==> src/rtl/signal_window_stats_pkg.sv <==
// Shared definitions for the windowed sample statistics block.
package signal_window_stats_pkg;

  localparam int NB_DATA_DEF = 8;
  localparam int NB_WIN_DEF  = 4;

  typedef enum logic {
    ST_IDLE = 1'b0,
    ST_ACC  = 1'b1
  } state_t;

endpackage

==> src/rtl/win_stats_acc.sv <==
// Running max/min/sum of the current window. The o_nxt_* outputs show the
// values as they will be after the sample on i_data is taken in.
module win_stats_acc
  import signal_window_stats_pkg::*;
#(
  parameter int NB_DATA = NB_DATA_DEF,
  parameter int NB_WIN  = NB_WIN_DEF
) (
  input  logic                      i_clock,
  input  logic                      i_reset,
  input  logic                      i_load,
  input  logic                      i_update,
  input  logic signed [NB_DATA-1:0] i_data,
  output logic signed [NB_DATA-1:0] o_nxt_max,
  output logic signed [NB_DATA-1:0] o_nxt_min,
  output logic signed [NB_DATA-1:0] o_nxt_mean
);

  localparam int NB_SUM = NB_DATA + NB_WIN;

  logic signed [NB_DATA-1:0] r_max;
  logic signed [NB_DATA-1:0] r_min;
  logic signed [NB_SUM-1:0]  r_sum;
  logic signed [NB_SUM-1:0]  w_nxt_sum;
  logic signed [NB_SUM-1:0]  w_data_ext;

  assign w_data_ext = {{NB_WIN{i_data[NB_DATA-1]}}, i_data};

  always_comb begin
    o_nxt_max = r_max;
    o_nxt_min = r_min;
    w_nxt_sum = r_sum;
    if (i_load) begin
      o_nxt_max = i_data;
      o_nxt_min = i_data;
      w_nxt_sum = w_data_ext;
    end else begin
      if (i_data > r_max) o_nxt_max = i_data;
      if (i_data < r_min) o_nxt_min = i_data;
      w_nxt_sum = r_sum + w_data_ext;
    end
  end

  // Dropping the low NB_WIN bits of a two's-complement sum is an arithmetic
  // shift, i.e. floor toward minus infinity.
  assign o_nxt_mean = w_nxt_sum[NB_SUM-1:NB_WIN];

  always_ff @(posedge i_clock) begin
    if (i_reset) begin
      r_max <= '0;
      r_min <= '0;
      r_sum <= '0;
    end else if (i_update) begin
      r_max <= o_nxt_max;
      r_min <= o_nxt_min;
      r_sum <= w_nxt_sum;
    end
  end

endmodule

==> src/rtl/signal_window_stats.sv <==
// Groups a signed sample stream into back-to-back windows of 2^NB_WIN samples
// and reports max, min, peak-to-peak and mean of each completed window.
module signal_window_stats
  import signal_window_stats_pkg::*;
#(
  parameter int NB_DATA = NB_DATA_DEF,
  parameter int NB_WIN  = NB_WIN_DEF
) (
  input  logic                      i_clock,
  input  logic                      i_reset,
  input  logic                      i_enable,
  input  logic                      i_valid,
  input  logic signed [NB_DATA-1:0] i_data,
  output logic signed [NB_DATA-1:0] o_max,
  output logic signed [NB_DATA-1:0] o_min,
  output logic        [NB_DATA:0]   o_pp,
  output logic signed [NB_DATA-1:0] o_mean,
  output logic                      o_valid,
  output logic                      o_busy
);

  localparam logic [NB_WIN-1:0] CNT_LAST = '1;

  state_t                    r_state;
  state_t                    w_state_next;
  logic [NB_WIN-1:0]         r_cnt;
  logic signed [NB_DATA-1:0] r_max;
  logic signed [NB_DATA-1:0] r_min;
  logic [NB_DATA:0]          r_pp;
  logic signed [NB_DATA-1:0] r_mean;
  logic                      r_valid;

  logic                      w_accept;
  logic                      w_close;
  logic signed [NB_DATA-1:0] w_nxt_max;
  logic signed [NB_DATA-1:0] w_nxt_min;
  logic signed [NB_DATA-1:0] w_nxt_mean;
  logic [NB_DATA:0]          w_pp;

  always_comb begin
    w_state_next = r_state;
    case (r_state)
      ST_IDLE: if (i_enable)  w_state_next = ST_ACC;
      ST_ACC:  if (!i_enable) w_state_next = ST_IDLE;
      default: w_state_next = ST_IDLE;
    endcase
  end

  assign w_accept = (r_state == ST_ACC) && i_enable && i_valid;
  assign w_close  = w_accept && (r_cnt == CNT_LAST);

  win_stats_acc #(
    .NB_DATA (NB_DATA),
    .NB_WIN  (NB_WIN)
  ) u_acc (
    .i_clock    (i_clock),
    .i_reset    (i_reset),
    .i_load     (r_cnt == '0),
    .i_update   (w_accept),
    .i_data     (i_data),
    .o_nxt_max  (w_nxt_max),
    .o_nxt_min  (w_nxt_min),
    .o_nxt_mean (w_nxt_mean)
  );

  // Both operands sign-extended by one bit so the difference never wraps.
  assign w_pp = {w_nxt_max[NB_DATA-1], w_nxt_max} - {w_nxt_min[NB_DATA-1], w_nxt_min};

  always_ff @(posedge i_clock) begin
    if (i_reset) begin
      r_state <= ST_IDLE;
      r_cnt   <= '0;
      r_max   <= '0;
      r_min   <= '0;
      r_pp    <= '0;
      r_mean  <= '0;
      r_valid <= 1'b0;
    end else begin
      r_state <= w_state_next;
      r_valid <= w_close;
      // Dropping enable throws the partial window away.
      if (!i_enable) begin
        r_cnt <= '0;
      end else if (w_accept) begin
        r_cnt <= r_cnt + 1'b1;
      end
      if (w_close) begin
        r_max  <= w_nxt_max;
        r_min  <= w_nxt_min;
        r_pp   <= w_pp;
        r_mean <= w_nxt_mean;
      end
    end
  end

  assign o_max   = r_max;
  assign o_min   = r_min;
  assign o_pp    = r_pp;
  assign o_mean  = r_mean;
  assign o_valid = r_valid;
  assign o_busy  = (r_state == ST_ACC) && (r_cnt != '0);

endmodule
==> config.mk <==
export PLATFORM = sky130hd
export DESIGN_NAME = signal_window_stats
export DESIGN_NICKNAME = d
export VERILOG_FILES = /design/src/rtl/signal_window_stats_pkg.sv /design/src/rtl/win_stats_acc.sv /design/src/rtl/signal_window_stats.sv
export SDC_FILE = /design/constraint.sdc
export NUM_CORES = 1
export LEC_CHECK = 0
export BUFFER_PORTS_ARGS = -buffer_cell sky130_fd_sc_hd__buf_2
export CORE_UTILIZATION = 35
export DETAILED_ROUTE_END_ITERATION = 10
export GPL_ROUTABILITY_DRIVEN = 0
export GPL_TIMING_DRIVEN = 0
export HOLD_SLACK_MARGIN = 0.08
export PLACE_DENSITY = 0.62
export RECOVER_POWER = 25
export SLEW_MARGIN = 20
export SYNTH_ARGS = -nofsm -noshare
export SYNTH_HDL_FRONTEND = slang
export SYNTH_HIERARCHICAL = 1
export SYNTH_SLANG_ARGS = --single-unit
==> constraint.sdc <==
create_clock -name i_clock -period 5.8 [get_ports i_clock]
set_input_delay 0.87 -clock i_clock [delete_from_list [all_inputs] [get_ports i_clock]]
set_output_delay 0.87 -clock i_clock [all_outputs]
set_load 0.1 [all_outputs]
==> results.yml <==
setup_path:
  critPathSlowestCell: "o31ai_4"
  end_kind: "flip-flop"
  arrival_ns: 4.51
  criticalPathCategory: "primary input to flip-flop"
  crit_family: "compound AO/OA/AOI/OAI gates"
  crit_path_start_kind: "primary input"
  path_cells: "buf_2 > ha_1 > o211ai_2 > nor2_1 > a211oi_1 > o31ai_2 > o31ai_4 > mux2i_1 > inv_1 > ha_1 > nor2b_1 > o31a_1 > o41ai_1 > mux2i_1 > nand2_1"
  worstPathMaxFanout: 7
  worstPathRequired_ns: 6.02
  critPathBufInv: 2
  crit_path_max_incr_delay_ns: 0.48
floorplan:
  die_y_microns: 111
  die_w_microns: 111
  core_region_area_sq_um: 11600
  die-area_sq_um: 12400
  initial_core_util: 0.363
  ios: 47
  std_cell_rows: 39
placed_design:
  port_buffers: 46
  pre_cts_slack_ns: 1.19
  dp_hpwl_microns: 8070
clock_network:
  clock_latency_ns: 0.33
  root_buffer: "clkbuf_16"
  cts_setup_buffers: 0
  hold_buffers: 0
  cts_buffers: 9
  clk_pin_slew_ns: 0.05
  cts_tree: "built"
  cts_max_path_buffers: 2
  cts_sinks: 67
  cts_htree_levels: 3
  cts_resized: 0
yosys:
  synth_edf_count: 0
  yosys_most_used_dff: "dfxtp_1"
  yosysWarnings: 6
  ys_ff_latch: 67
  yosysSeqAreaShare: 0.320
  netlist_area_sq_um: 4190
  avgSynthCellArea_sq_um: 8.40
  synthCells: 499
  syn_nets: 549
  synth.distinct_cells: 65
  synthArstFlopShare: 0
timing:
  fin_setup_tns_ns: 0
  drv_slew: 0
  worstMarginPinSlew_ns: 1.16
  finClkSkew_ns: 0.00754
  hold_viol: 0
  rsz0062_at_grt: "no"
  min_period_over_period: 0.739
  fin_crit_ns: 4.29
  finalSetupViolCount: 0
  clock.fmax_mhz: 233
  slew_headroom: 0.227
  setup_slack_ns: 1.51
routing:
  drt_iter0_drc: 205
  drc_errors: 3
  wl_microns: 10700
  highest_layer: "met4"
  viasPerCell: 5.21
  vias: 3667
  wl_met3_microns: 511
  antenna_left: 0
  detail_route.wl_per_cell_microns: 15.1
  dr.pass1.iters: 7
  route.met2.wl_microns: 4980
  drt-met1-wl_microns: 5050
grt:
  track_usage: 0.178
  grt_overflow: 0
  first_global_vias: 3630
  grt_pass1_wl_microns: 17500
  antenna_found_initial: 0
  grt_max_degree: 12
layout:
  antennaDiodeCount: 0
  final_nets: 606
  drive_gt1_frac: 0.159
  area_growth_pct: 16.0
flow_run:
  max_cap_violations: 0
power_and_ir_drop:
  p_per_area_nw_per_um2: 237
  peakVddDrop_mv: 0.165
  p_leak_nw: 2.08
outcome:
  violations: "DRC"
  status: "complete, but fails checks"
min_path:
  min_path_type: "flip-flop to flip-flop"
## synth_stat cells, drive strengths merged, types with 2 or more instances
library cell	instances	area (sq um)
inv	36	135
mux2	15	169
nand2	93	349
nor3	7	35.0
o31ai	2	33.8
mux2i	22	220
ha	36	450
o21ai	11	55.1
xor2	4	35.0
nor2b	8	50.1
nor2	29	114
nor3b	5	37.5
and3	2	12.5
a211o	3	26.3
a211oi	7	62.6
o211ai	3	27.5
a31oi	2	12.5
o22ai	2	12.5
nand3b	3	22.5
a21oi	44	228
fa	2	40.0
o21a	5	37.5
o211a	2	20.0
a311oi	5	50.0
xnor2	6	52.6
a31o	2	17.5
nand4	6	52.6
a21o	9	67.6
a21boi	2	18.8
nand2b	8	50.1
buf	17	146
nand3	4	20.0
clkbuf	14	53.8
dfxtp	67	1340
## final cells by class
| class | instances | area (sq um) |
|---|---|---|
| well taps | 143 | 179 |
| flip-flops and latches | 67 | 1340 |
| inverters | 36 | 135 |
| fillers | 1171 | 6700 |
| clock buffers | 13 | 270 |
| clock inverters | 3 | 21.3 |
| repair buffers | 46 | 204 |
| multi-input cells | 365 | 2520 |
| plain buffers | 31 | 196 |
## cell usage in the layout (no fill, tap or decap), types with 6 or more instances in the layout
cell / instances
inv_1: 35
nand2_1: 93
buf_4: 8
clkbuf_16: 9
clkbuf_1: 36
ha_1: 36
mux2_2: 15
nand2b_1: 8
nor2_1: 27
dfxtp_1: 67
nor3_1: 7
buf_2: 27
a21oi_1: 42
a21o_1: 9
o21ai_0: 9
nor2b_1: 8
mux2i_1: 22
xnor2_1: 6
## routing by layer
metal,vias to the layer above,global-route usage
li1,1837,-
met3,11,0.0452
met4,0,0.0613
met5,-,0
met1,1745,0.227
met2,74,0.294
## state kept, by name, indices dropped and copies added (netlist names)
register	cells
o_max	8
o_mean	8
o_min	8
o_pp	9
o_valid	1
r_cnt	4
r_state	1
u_acc/r_max	8
u_acc/r_min	8
u_acc/r_sum	12
## cell families (layout without fill, tap and decap cells)
family          count (synthesis)  in the layout  synth area share
buf+inv                        67            129            0.0799
simple gates                  172            172             0.190
xor+xnor                       10             10            0.0209
mux                            37             37            0.0928
compound gates                108            108             0.179
flops                          67             67             0.320
fa+ha+maj                      38             38             0.117
## stage by stage
step	hold WS (ns)	total power, mW	cells	utilization	instance area, sq um
floorplan	0.435	0.591	499	-	4190
global placement	0.440	0.627	688	0.398	4600
CTS	0.451	1.16	704	0.423	4890
finish	0.450	1.15	704	0.421	4860
global route	0.475	1.20	704	0.421	4860
detailed placement	0.443	0.632	688	0.398	4600
## tightest hold or removal path: cells and delay by family, from the launching register on
kind | cells | cell delay (ns)
compound gates | 1 | 0.05
simple gates | 1 | 0.05
flops | 1 | 0.30
## path summary, 6_finish.rpt
path / start / endpoint / slack [ns] / depth (start not counted)
hold reg to reg: o_max[2] / o_max[2] / 0.45 / 2
setup / recovery: i_data[4] / o_pp[7] / 1.51 / 15
hold / removal: o_max[2] / o_max[2] / 0.45 / 2
setup reg to reg: u_acc/r_min[4] / o_pp[7] / 1.86 / 15
## power breakdown
part | switching, mW | total (mW) | internal [mW]
registers | 0.00425 | 0.471 | 0.467
logic | 0.0904 | 0.153 | 0.0625
clock network | 0.204 | 0.528 | 0.324
total | 0.299 | 1.15 | 0.854
No activity file was read; power rests on OpenSTA's default activity.
